File: src/rtl/noc_net_iface.sv
// -----------------------------------------------------------------------------
// noc_net_iface
//
// CPU-side network interface for the 2D mesh.
//
// Transmit path: CPU send requests are packed into 64-bit packets
// {dst_y[15:0], dst_x[15:0], data[31:0]}. They pass through a TX FIFO and a
// one-entry output register that drives the router injection port.
//
// Receive path: a router delivery is the rising edge of set_fi, with to_cpu
// sampled in that cycle. It is queued in an RX FIFO that the CPU drains.
//
// Handshake rule for every valid/ready pair in this block: a transfer happens
// on a rising clk edge where valid and ready are both 1. A producer holding
// valid keeps its data stable until that edge.
//
// Ports:
//   clk, rst_n          clock (rising edge), asynchronous active-low reset
//   tx_valid/tx_ready   CPU send request / TX FIFO not full
//   tx_dst_x/tx_dst_y   destination coordinates (unsigned 16-bit)
//   tx_data             signed payload, carried bit-exact
//   pkt_out/pkt_valid   packet to router, registered
//   pkt_ready           router accepts pkt_out
//   to_cpu, set_fi      router delivery data and delivery strobe
//   rx_data/rx_valid    RX FIFO head (0 when empty) / RX FIFO not empty
//   rx_pop              CPU consumes the RX head (ignored when empty)
//   rx_overflow         sticky: a delivery was dropped on a full RX FIFO
//   tx_self             sticky: a send addressed to this node was accepted
// -----------------------------------------------------------------------------
module noc_net_iface #(
    parameter int TX_DEPTH = 4,
    parameter int RX_DEPTH = 4,
    parameter int NODE_X   = 1,
    parameter int NODE_Y   = 1
) (
    input  logic        clk,
    input  logic        rst_n,
    input  logic        tx_valid,
    output logic        tx_ready,
    input  logic [15:0] tx_dst_x,
    input  logic [15:0] tx_dst_y,
    input  logic [31:0] tx_data,
    output logic [63:0] pkt_out,
    output logic        pkt_valid,
    input  logic        pkt_ready,
    input  logic [31:0] to_cpu,
    input  logic        set_fi,
    output logic [31:0] rx_data,
    output logic        rx_valid,
    input  logic        rx_pop,
    output logic        rx_overflow,
    output logic        tx_self
);

    localparam int TX_AW = $clog2(TX_DEPTH);
    localparam int TX_CW = TX_AW + 1;
    localparam int RX_AW = $clog2(RX_DEPTH);
    localparam int RX_CW = RX_AW + 1;

    localparam logic [TX_CW-1:0] TX_FULL = TX_CW'(TX_DEPTH);
    localparam logic [RX_CW-1:0] RX_FULL = RX_CW'(RX_DEPTH);
    localparam logic [15:0]      SELF_X  = 16'(NODE_X);
    localparam logic [15:0]      SELF_Y  = 16'(NODE_Y);

    // ------------------------------------------------------------------
    // TX path
    // ------------------------------------------------------------------
    logic [63:0]      tx_mem [TX_DEPTH];
    logic [TX_AW-1:0] tx_wr_ptr;
    logic [TX_AW-1:0] tx_rd_ptr;
    logic [TX_CW-1:0] tx_count;

    logic [63:0] tx_word;
    logic        tx_push;
    logic        tx_load;
    logic        tx_pop;
    logic        tx_bypass;
    logic        tx_store;
    logic        tx_is_self;

    assign tx_word    = {tx_dst_y, tx_dst_x, tx_data};
    assign tx_ready   = (tx_count != TX_FULL);
    assign tx_push    = tx_valid && tx_ready;
    // The output register can take a new packet when it is empty or when
    // its current packet is leaving on this edge.
    assign tx_load    = !pkt_valid || pkt_ready;
    assign tx_pop     = tx_load && (tx_count != '0);
    // With an empty FIFO, a push goes straight into the output register.
    // This gives a one-cycle latency from push to pkt_valid.
    assign tx_bypass  = tx_load && (tx_count == '0) && tx_push;
    assign tx_store   = tx_push && !tx_bypass;
    assign tx_is_self = (tx_dst_x == SELF_X) && (tx_dst_y == SELF_Y);

    always_ff @(posedge clk) begin
        if (tx_store) begin
            tx_mem[tx_wr_ptr] <= tx_word;
        end
    end

    always_ff @(posedge clk or negedge rst_n) begin
        if (!rst_n) begin
            tx_wr_ptr <= '0;
            tx_rd_ptr <= '0;
            tx_count  <= '0;
            pkt_out   <= '0;
            pkt_valid <= 1'b0;
            tx_self   <= 1'b0;
        end else begin
            if (tx_store) begin
                tx_wr_ptr <= tx_wr_ptr + TX_AW'(1);
            end
            if (tx_pop) begin
                tx_rd_ptr <= tx_rd_ptr + TX_AW'(1);
            end
            case ({tx_store, tx_pop})
                2'b10:   tx_count <= tx_count + TX_CW'(1);
                2'b01:   tx_count <= tx_count - TX_CW'(1);
                default: tx_count <= tx_count;
            endcase

            if (tx_load) begin
                if (tx_pop) begin
                    pkt_out   <= tx_mem[tx_rd_ptr];
                    pkt_valid <= 1'b1;
                end else if (tx_bypass) begin
                    pkt_out   <= tx_word;
                    pkt_valid <= 1'b1;
                end else begin
                    pkt_valid <= 1'b0;
                end
            end

            // A loopback send is still legal; it is flagged but not blocked.
            if (tx_push && tx_is_self) begin
                tx_self <= 1'b1;
            end
        end
    end

    // ------------------------------------------------------------------
    // RX path
    // ------------------------------------------------------------------
    logic [31:0]      rx_mem [RX_DEPTH];
    logic [RX_AW-1:0] rx_wr_ptr;
    logic [RX_AW-1:0] rx_rd_ptr;
    logic [RX_CW-1:0] rx_count;
    logic             set_fi_q;

    logic rx_rise;
    logic rx_do_pop;
    logic rx_full;
    logic rx_push;

    assign rx_rise   = set_fi && !set_fi_q;
    assign rx_do_pop = rx_pop && (rx_count != '0);
    assign rx_full   = (rx_count == RX_FULL);
    // A pop in the same cycle frees a slot, so a full FIFO still captures.
    assign rx_push   = rx_rise && (!rx_full || rx_do_pop);

    assign rx_valid  = (rx_count != '0);
    assign rx_data   = rx_valid ? rx_mem[rx_rd_ptr] : '0;

    always_ff @(posedge clk) begin
        if (rx_push) begin
            rx_mem[rx_wr_ptr] <= to_cpu;
        end
    end

    always_ff @(posedge clk or negedge rst_n) begin
        if (!rst_n) begin
            rx_wr_ptr   <= '0;
            rx_rd_ptr   <= '0;
            rx_count    <= '0;
            set_fi_q    <= 1'b0;
            rx_overflow <= 1'b0;
        end else begin
            set_fi_q <= set_fi;
            if (rx_push) begin
                rx_wr_ptr <= rx_wr_ptr + RX_AW'(1);
            end
            if (rx_do_pop) begin
                rx_rd_ptr <= rx_rd_ptr + RX_AW'(1);
            end
            case ({rx_push, rx_do_pop})
                2'b10:   rx_count <= rx_count + RX_CW'(1);
                2'b01:   rx_count <= rx_count - RX_CW'(1);
                default: rx_count <= rx_count;
            endcase
            if (rx_rise && rx_full && !rx_do_pop) begin
                rx_overflow <= 1'b1;
            end
        end
    end

endmodule

File: config.mk
export PLATFORM = sky130hd
export DESIGN_NAME = noc_net_iface
export DESIGN_NICKNAME = d
export VERILOG_FILES = /design/src/rtl/noc_net_iface.sv
export SDC_FILE = /design/constraint.sdc
export NUM_CORES = 1
export LEC_CHECK = 0
export ABC_AREA = 1
export CORE_MARGIN = 1.5
export CORE_UTILIZATION = 48
export CTS_CLUSTER_SIZE = 25
export DETAILED_ROUTE_END_ITERATION = 8
export GPL_TIMING_DRIVEN = 0
export MAX_ROUTING_LAYER = met4
export PLACE_DENSITY = 0.7
export SYNTH_ARGS = -nofsm -noshare
export SYNTH_HDL_FRONTEND = slang
export SYNTH_SLANG_ARGS = --single-unit
export TNS_END_PERCENT = 20
File: constraint.sdc
create_clock -name clk -period 6.6 [get_ports clk]
set_clock_uncertainty 0.05 [all_clocks]
set_input_delay 1.32 -clock clk [delete_from_list [all_inputs] [get_ports clk]]
set_output_delay 1.32 -clock clk [all_outputs]
set_load 0.02 [all_outputs]
==> impl_results.md <==
- Syn_nets: 1705
- Starting Density: 0.4867
- Slew Limit Headroom: 0.3327
- VDD IR max: 0.2596 mV
- Crit path time final: 4.105 ns
- RSZ-0062 raised after global routing: no
- Hpwl dp: 30800 um
- Yosys warns: 0
- Die H: 201.0 um
- Storage cell area: 13580 um^2
- Layout Nets: slightly below 2000
- Clock tree sinks: about 470
- Asr flop ratio synth: 0.1760
- Post-CTS setup buffer count: 0
- Root Buffer: clkbuf_16
- Worst hold start: pkt_out[29]
- Worst-Skew Late Latency: 0.59 ns
- CP max FO: 10
- Post-route clock period utilization: 0.6220
- Post-synthesis sequential area ratio: 0.7222
- TritonRoute pass-1 iters: 5
- CTS buffer count: 48
- Ys flop type: edfxtp_1
- Synth unique cells: 30
- Area growth, synth to finish: 24.64%
- Clock transition at path regs: about 0.060 ns
- Worst hold margin: around 0.42 ns
- Synth Instances: 1592
- CORE AREA: 38650 um^2
- # port buffers: between 200 and 250
- Post-synth EDFFs: 384
- Area of the multi-input gates: between 4000 and 5000 um^2
- Mean Syn Cell Area: 11.81 um^2
- Least-Margin Pin Slew: approximately 1.0 ns
- Post-Route Setup TNS: 0 ns
- Vias in the first global route: between 10000 and 15000
- CTS tree: yes
- RR Startpoint: tx_count[0]
- Cell area power density: about 480 nW/um^2
- Crit start category: flip-flop
- Status: complete, no violations
- Initial antenna violation count: 3
- Final ANT Viol Nets: 0
- Element type at the critical path end: primary output
- Critical path class: reg2out
- # setup viols final: 0
- Post-CTS Resized: 0
- CP arrival: 2.74 ns
- Via density per instance: roughly 5.4
- Worst EP required: between 5 and 6 ns
- Critical path origin: rx_rd_ptr[0]
- First-pass GRT wire length: around 73000 um
- GRT overflow: 0
- Final count of hold timing violations: 0
- Area post-placement: 21870 um^2
- Routability cong.: 0.8090
- Final Slew Violations: 0
- 1st-iter DRT viols: around 1200
- Filler cell count: ~3000
- Design Power: 11.27 mW
- Die Footprint: 40380 um^2
- Worst hold path type: reg2reg
- FF+latch count, synth: 466
- Die X: between 200 and 250 um
- WL final: ~48000 um
- Layout cells sized above 1: 0.09536
- Fmax: around 0.24 GHz
- Drt drc: 0
- Mapped cell area: around 19000 um^2
- Largest net degree at the start of global routing: 44
- P_leak: between 8 and 9 nW
- Tot GR Track Use: 0.2444
- CTS H-tree lvls: 2
- Wire per inst: approximately 20 um
- Clock tree buffer depth: 3
- Cts hold-fix bufs: 0
- # IOs: 203
- Row Count: 72
- Vias: roughly 13000
- Max-cap violations: 0
- Post-layout instance area: between 20000 and 25000 um^2
[routing by layer]
layer / GRT usage / up-vias / wire length, um
met4: 0.09318 / 0 / 1393
met1: 0.3263 / 6377 / 20330
li1: - / 6067 / -
met2: 0.3786 / 516 / 22450
met5: - / - / 0
met3: 0.03961 / 93 / 3393
[worst paths after layout]
check / end / slack, ns / cells after the start
setup / recovery: rx_data[3] / 2.49 / 6
hold / removal: pkt_out[29] / 0.42 / 2
setup reg to reg: tx_mem[3][39] / 3.84 / 5
hold reg to reg: pkt_out[29] / 0.42 / 2
max in group asynchronous: pkt_out[17] / 5.13 / 2
min in group asynchronous: pkt_out[45] / 0.70 / 1
[cells by family (layout without fill, tap and decap cells)]
family          count (synthesis)  after routing  share of synthesized area
other cells                     0              3                          0
flops                         466            466                     0.7222
fa+ha+maj                      11             11                   0.008116
compound gates                399            399                     0.1100
xor+xnor                        6              6                   0.002794
simple gates                  495            495                     0.1048
buf+inv                       215            521                    0.05209
[report_power, final]
| part | switching [mW] | internal (mW) |
|---|---|---|
| clock | 1.12 | 1.55 |
| sequential | 0.235 | 3.88 |
| combinational | 2.83 | 1.65 |
[critical path, cell delays in order, from the launching register on]
cell	delay (ns)
dfrtp_1	0.41
inv_2	0.07
buf_2	0.21
clkbuf_1	0.40
o21ai_0	0.16
a21oi_1	0.25
clkdlybuf4s50_1	0.66
[flip-flops by register name (all words and copies together), names as in the netlist, 3 cells and up]
name      flops
pkt_out      64
rx_count      3
rx_mem      128
tx_count      3
tx_mem      256
[Yosys cell counts, types with 5 or more instances]
cell	n	area [um^2]
nand4_1	5	31.28
dfrtp_1	82	2052
xor2_1	5	43.79
ha_1	9	112.6
buf_4	12	90.09
buf_6	9	101.4
o21ai_0	208	1041
a21oi_1	137	685.7
nor2_1	237	889.6
o211ai_1	24	180.2
inv_1	117	439.2
clkbuf_1	20	75.07
nand2_1	193	724.4
o21ai_1	26	130.1
buf_2	48	240.2
inv_2	6	22.52
nand3_1	53	265.3
edfxtp_1	384	11530
[final cells by class]
type	count	area share
plain buffers	92	0.02210
inverters	123	0.01969
diodes	3	0.0003202
well taps	518	0.02765
clock inverters	24	0.007846
multi-input cells	911	0.1837
clock buffers	66	0.05898
repair buffers	216	0.1003
flip-flops and latches	466	0.5794
[cells in the final DEF (no fill, tap or decap), types with 2 or more instances in the layout]
master           Yosys  final
buf_12               0      7
clkdlybuf4s50_1      0    201
nand4_1              5      5
inv_1              117    117
a21oi_1            137    137
clkinv_2             0     13
buf_2               48     48
o21ai_1             26     26
nand2_2              2      2
o211ai_1            24     24
clkinv_1             0      5
clkinvlp_4           0      2
diode_2              0      3
ha_1                 9      9
nand3_1             53     53
clkbuf_1            20     30
fa_1                 2      2
nor2_1             237    229
o21ai_0            208    208
clkbuf_8             0      5
edfxtp_1           384    384
buf_16               0      7
inv_2                6      6
xor2_1               5      5
bufinv_16            0      2
nor2_4               1      9
buf_4               12     13
nand2_4              2      2
buf_1                3      3
nand2_1            193    193
dfrtp_1             82     82
buf_6                9      9
clkbuf_16            0     51
[metrics by stage]
step                      utilization  worst slack [ns]  std cells
after floorplan                     -             1.625       1592
after detailed placement       0.5659             2.408       2326
final                          0.6066             2.495       2419
after global placement         0.5558            -1.486       2312
after global routing           0.6066             2.364       2419
after CTS                      0.6064             2.465       2416
Power figures use the tool's default switching activity.
